## src/rtl/regfile_pkg.sv

```systemverilog
// Shared types and default geometry for the multi-port register file.
package regfile_pkg;
    typedef enum logic {RF_IDLE, RF_CLEAR} rf_state_t;

    localparam int RF_WIDTH_DEF = 8;
    localparam int RF_NREGS_DEF = 4;
endpackage

```

## src/rtl/regfile_mp_read_port.sv

```systemverilog
// One registered read port: read mux, write-first bypass, rdata/rvalid registers.
module rf_read_port
    import regfile_pkg::*;
#(
    parameter int WIDTH = RF_WIDTH_DEF,
    parameter int NREGS = RF_NREGS_DEF,
    parameter int AW    = $clog2(NREGS)
) (
    input  logic                        clk,
    input  logic                        rst,
    input  logic                        re,
    input  logic [AW-1:0]               raddr,
    input  logic [NREGS-1:0][WIDTH-1:0] regs,
    input  logic                        wen,
    input  logic [AW-1:0]               waddr,
    input  logic [WIDTH-1:0]            wdata,
    output logic [WIDTH-1:0]            rdata,
    output logic                        rvalid
);
    logic hit;

    assign hit = wen && (waddr == raddr);

    always_ff @(posedge clk) begin
        if (rst) begin
            rdata  <= '0;
            rvalid <= 1'b0;
        end else begin
            rvalid <= re;
            if (re)
                rdata <= hit ? wdata : regs[raddr];
        end
    end
endmodule

```

## src/rtl/regfile_mp.sv

```systemverilog
// Parametrised register file: two registered read ports, one write port,
// dirty mask and a one-register-per-cycle clear sweep.
module regfile_mp
    import regfile_pkg::*;
#(
    parameter int WIDTH = RF_WIDTH_DEF,
    parameter int NREGS = RF_NREGS_DEF,
    parameter int AW    = $clog2(NREGS)
) (
    input  logic             clk,
    input  logic             rst,
    input  logic             we,
    input  logic [AW-1:0]    waddr,
    input  logic [WIDTH-1:0] wdata,
    input  logic             re_a,
    input  logic [AW-1:0]    raddr_a,
    output logic [WIDTH-1:0] rdata_a,
    output logic             rvalid_a,
    input  logic             re_b,
    input  logic [AW-1:0]    raddr_b,
    output logic [WIDTH-1:0] rdata_b,
    output logic             rvalid_b,
    input  logic             clr,
    output logic             busy,
    output logic [NREGS-1:0] dirty
);
    logic [NREGS-1:0][WIDTH-1:0] regs;
    rf_state_t                   state;
    logic [AW-1:0]               ptr;

    logic                        sweep;
    logic                        user_we;
    logic                        wen;
    logic [AW-1:0]               wa;
    logic [WIDTH-1:0]            wd;

    // The sweep owns the write port; user writes lose to it and to a new clr.
    assign sweep   = (state == RF_CLEAR);
    assign user_we = we && !sweep && !clr;
    assign wen     = user_we || sweep;
    assign wa      = sweep ? ptr : waddr;
    assign wd      = sweep ? '0 : wdata;
    assign busy    = sweep;

    always_ff @(posedge clk) begin
        if (rst) begin
            regs  <= '0;
            dirty <= '0;
            state <= RF_IDLE;
            ptr   <= '0;
        end else begin
            if (wen)
                regs[wa] <= wd;
            if (user_we)
                dirty[waddr] <= 1'b1;
            if (sweep)
                dirty[ptr] <= 1'b0;
            case (state)
                RF_IDLE: begin
                    if (clr) begin
                        state <= RF_CLEAR;
                        ptr   <= '0;
                    end
                end
                RF_CLEAR: begin
                    ptr <= ptr + 1'b1;
                    if (ptr == AW'(NREGS - 1))
                        state <= RF_IDLE;
                end
                default: state <= RF_IDLE;
            endcase
        end
    end

    logic [1:0]           re_v;
    logic [1:0][AW-1:0]   raddr_v;
    logic [1:0][WIDTH-1:0] rdata_v;
    logic [1:0]           rvalid_v;

    assign re_v    = {re_b, re_a};
    assign raddr_v = {raddr_b, raddr_a};

    for (genvar p = 0; p < 2; p++) begin : g_rd
        rf_read_port #(.WIDTH(WIDTH), .NREGS(NREGS), .AW(AW)) u_rd (
            .clk    (clk),
            .rst    (rst),
            .re     (re_v[p]),
            .raddr  (raddr_v[p]),
            .regs   (regs),
            .wen    (wen),
            .waddr  (wa),
            .wdata  (wd),
            .rdata  (rdata_v[p]),
            .rvalid (rvalid_v[p])
        );
    end

    assign rdata_a  = rdata_v[0];
    assign rvalid_a = rvalid_v[0];
    assign rdata_b  = rdata_v[1];
    assign rvalid_b = rvalid_v[1];
endmodule

```

## config.mk

```make
export PLATFORM = sky130hd
export DESIGN_NAME = regfile_mp
export DESIGN_NICKNAME = d
export VERILOG_FILES = /design/src/rtl/regfile_pkg.sv /design/src/rtl/regfile_mp_read_port.sv /design/src/rtl/regfile_mp.sv
export SDC_FILE = /design/constraint.sdc
export NUM_CORES = 1
export LEC_CHECK = 0
export ABC_CLOCK_PERIOD_IN_PS = 3400
export CAP_MARGIN = 20
export CORE_MARGIN = 2
export CORE_UTILIZATION = 55
export DETAILED_ROUTE_END_ITERATION = 7
export PLACE_DENSITY = 0.77
export SLEW_MARGIN = 20
export SYNTH_ARGS = -nofsm -noshare
export SYNTH_HDL_FRONTEND = slang
export SYNTH_HIERARCHICAL = 1
export SYNTH_SLANG_ARGS = --single-unit
```

## constraint.sdc

```tcl
create_clock -name clk -period 3.4 [get_ports clk]
set_input_delay 0.68 -clock clk [delete_from_list [all_inputs] [get_ports clk]]
set_output_delay 0.68 -clock clk [all_outputs]
set_load 0.01 [all_outputs]
```

* Yosys cells after proc, flatten, opt, wreduce, memory -nomap -nowiden *
Index checks and enable logic that the tools add are counted.

word-level totals
  register bits = 57
  bits in latches = 0
  memory bits (writable) = 0
  memory bits (read-only) = 0
  bits of input ports = 20
  word-level logic and storage cells = 61
  memories kept = 0

cells by class
  add/subtract/negate cells = 1
  multiply operators = 0
  div/mod/pow operators = 0
  magnitude comparators = 8
  equality and inequality tests = 4
  shift-type cells = 0
  mux-type cells = 23
  bitwise gates (word level) = 4
  reductions and logical operators = 10

operator list
  kind                   count
  $mux W8                6
  $bmux W8 S2            2
  $bwmux W32             1
  $demux W8 S2           1
  $lt A2 B3 Y1 const B   5
  $mux W4                3
  $logic_and A1 B1 Y1    7
  $ge A2 B1 Y1 const B   3
  $and A4 B4 Y4          1
  $demux W1 S2           2
  $eq A2 B2 Y1           2
  $mux W1                4
  $mux W2                2
  $not A4 Y4             1
  $or A4 B4 Y4           1
  $pmux W2 S2            1
  $add A2 B1 Y2 const B  1
  $eq A2 B2 Y1 const B   1
  $logic_not A1 Y1       2
  $ne A2 B2 Y1 const B   1
  $pmux W1 S2            1
  $logic_or A1 B1 Y1     1
  $not A1 Y1             1

* Longest topological paths before layout *
  word-level depth = 9
  depth in mapped cells = 8
  gate-level depth less buffers = 5

* Cells and area by module *
Netlist, hierarchy kept.

by module, submodules not included
  module        times used  cells an instance  area an instance (µm²)  seq. area each (µm²)
  regfile_mp    1           186                1757.9                  780.7
  rf_read_port  2           61                 733.2                   180.2

* Worst setup path before layout *
OpenSTA, ideal clock, no wires.

  path kind = register to register
  start = reg state, in the netlist busy
  end = reg g_rd[0].u_rd.rdata[0]
  arrival = 2.492 ns
  path slack = 0.776 ns
  stages on the path, launching flop included = 8
  cell sequence = dfxtp_1 buf_6 clkbuf_1 buf_2 o21ai_0 xor2_4 o31ai_1 a311oi_1

between the ends
  elaborated cells on any way between the ends = 9
  those cells by class = 1 x eq/ne; 3 x mux; 5 x reduce/logical

RTL lines
  what                    line                        text
  start, declared         regfile_mp.sv:28            rf_state_t state;
  start signal, assigned  regfile_mp.sv:49            state <= RF_IDLE;
  start signal, assigned  regfile_mp.sv:61            state <= RF_CLEAR;
  start signal, assigned  regfile_mp.sv:68            state <= RF_IDLE;
  $mux W2                 regfile_mp.sv:41            assign wa = sweep ? ptr : waddr;
  net wa[1]               regfile_mp.sv:34            logic [AW-1:0] wa;
  $eq A2 B2 Y1            regfile_mp_read_port.sv:22  assign hit = wen && (waddr == raddr);
  $logic_and A1 B1 Y1     regfile_mp_read_port.sv:22
  $mux W8                 regfile_mp_read_port.sv:31  rdata <= hit ? wdata : regs[raddr];
  end signal, assigned    regfile_mp_read_port.sv:31
  end, declared           regfile_mp_read_port.sv:17  output logic [WIDTH-1:0] rdata,

The timed path passes the listed nets, and every way through them passes these cells.
A chain may end at the register's enable or synchronous reset.

* Worst setup path after layout *
  start = reg state, in the netlist busy
  end = out busy

RTL lines
  what           line              text
  end, declared  regfile_mp.sv:24  output logic busy,

No word-level cell between the ends.

==> out/results.ini <==
[global_routing]
use_met1_pct=33.0
gr-max-usage-layer=met2
antenna_found_initial=0
grt_pass1_vias=2612
grt_util_all_layers_pct=26.8
overflow=0
grt.met3_usage_pct=4.61
grt_pass1_wl_um=13100
use_met2_pct=45.9
grt_max_degree=36

[critical_path]
worstReg2RegStart=busy
cp.required_ps=2720
cp-startpoint=busy
arrival_ps=1960
crit_path_start_kind=flop
path_cells=clkdlybuf4s50_1
crit_slowest_cell=dfxtp_1
cp_num_buf_inv=1
r2r_end=regs[27]
crit_type=flop to output port
regToRegSetupSlack_ps=930
cp_slowest_stage_delay_ps=950
critPathCaptureType=output port
crit_fanout=27
reg2regPathDepth=3
cpLargestDelayFamily=flip-flops

[sta]
setup_viol=0
min_period_ps=2640
rsz0062_at_grt=no
tightest_slew_ps=948
period_share_pct=77.8
tns_ps=0
fmax_ghz=0.378
skew_ps=6.07
maxSlewHeadroom_pct=36.7
hold_viol=0
maxSlewViolCount=0

[clocking]
clock_sinks=57
postCtsSetupRepairBufs=0
cts_made_buffers=9
clock_latency_ps=330
clkTransAtPathRegs_ps=60
cts_resized=0
hold_buffers=0
cts_max_level=3
clock_path_buffers=2
cts_tree=built
cts_root_buf=clkbuf_8

[yosys]
syn_inst=308
syn_avg_cell_area_um2=10.5
synthDistinctLibCells=39
ys_warn_count=6
synth_edf_count=0
yosysSeqAreaShare_pct=35.4
synthesis.area_mm2=0.00322
synth-async-reset-ratio_pct=0
ys_ff_latch=57
syn_nets=332
synthFlopType=dfxtp_1

[hold_path]
holdCritStartpoint=g_rd[1].u_rd/rdata[0]
hold_path.class=flop to flop
min_to=g_rd[1].u_rd/rdata[0]
min_path_cells=2

[floorplan]
dieArea_mm2=0.00649
die_w_um=80.6
core_area_mm2=0.00557
row_count=27
die-height_um=80.6
ioPinCount=43
start_util_pct=57.8

[place]
gp_congestion=0.809
dp.cells=398
post-dp-hpwl_um=5610
place_area_mm2=0.00353
numPortBuffers=42

[finish]
layout.nets=361
utilization_pct=66.8
drive_above_1_share_pct=14.3
antennaDiodeCount=0
syn_to_final_growth_pct=15.5
final_area_mm2=0.00372
layout.cells.non_filler=414
final_cell_mix=57 x dfxtp_1, 41 x clkdlybuf4s50_1, 32 x inv_1, 21 x nand2b_1, 19 x nor2_1
nFillCells=446
regArea_mm2=0.00114
final_common_cell=dfxtp_1
multi_input_area_mm2=0.00175

[route]
drt_pass1_iterations=4
viasPerCell=6.40
drtIter0Drc=184
vias=2649
drt-total-wl_um=7830
drtAntennaViolNets=0
wire_per_inst_um=18.9
drc=0

[status]
outcome=completed

[pwr]
leakage_uw=0.00127
p_per_area_mw_per_mm2=429
ir_drop_uv=273

[run]
drv_cap=0

[cell families after synthesis]
group,synth area share (%)
simple gates,15.0
compound gates,20.4
mux,11.8
fa+ha+maj,1.55
flops,35.4
xor+xnor,5.43
buf+inv,10.4
[worst reg2reg max path: stages (launching register included)]
cell and delay, ps:
dfxtp_1 950, mux2_2 520, a21boi_1 700, o32ai_1 160
[flip-flops by register name, summed over array words and instances, names as in the netlist]
register,flops
ptr,2
g_rd.u_rd/rdata,16
regs,32
g_rd.u_rd/rvalid,2
busy,1
dirty,4
[layer usage]
| metal | routed length [µm] | up-vias |
|---|---|---|
| met3 | 475 | 17 |
| met5 | 0 | - |
| met1 | 3240 | 1296 |
| met2 | 3910 | 104 |
| li1 | - | 1232 |
| met4 | 208 | 0 |
[cell usage after synthesis, types with 6 or more instances]
cell type / n / area [µm²]
buf_4: 6 / 45.0
clkbuf_1: 7 / 26.3
buf_6: 8 / 90.1
nor3_1: 16 / 80.1
nand2b_1: 21 / 131
mux4_2: 16 / 360
o32ai_1: 15 / 131
a311oi_1: 16 / 140
a31o_1: 16 / 140
dfxtp_1: 57 / 1140
nand4_1: 16 / 100
o31ai_1: 16 / 120
nor2_1: 19 / 71.3
inv_1: 32 / 120
[metrics by stage]
step,power (µW),setup WS (ps),hold WS (ps)
after floorplan,902,776,462
after global placement,975,654,472
after detailed placement,981,636,477
after CTS,1600,760,486
after global routing,1660,661,498
final,1600,756,482
[report_power, final]
group | total [µW] | internal [µW] | switching [µW]
clock network | 626 | 353 | 273
logic | 262 | 108 | 153
registers | 709 | 689 | 20.0
[layout make-up]
cell class	count	share of cell area (%)
clock buffers	10	3.69
clock inverters	6	1.55
inverters	32	3.22
multi-input cells	193	46.9
flip-flops and latches	57	30.6
well taps	72	2.42
repair buffers	44	11.6
[how the worst max path moves through the flow]
stage | end | slack (ps) | cells after the start
floorplan | g_rd[0].u_rd/rdata[0] | 780 | 7
global placement | g_rd[1].u_rd/rdata[1] | 650 | 4
detailed placement | regs[15] | 640 | 4
CTS | busy | 760 | 1
global route | busy | 660 | 1
finish | busy | 760 | 1
(Power assumes the default switching activity.)
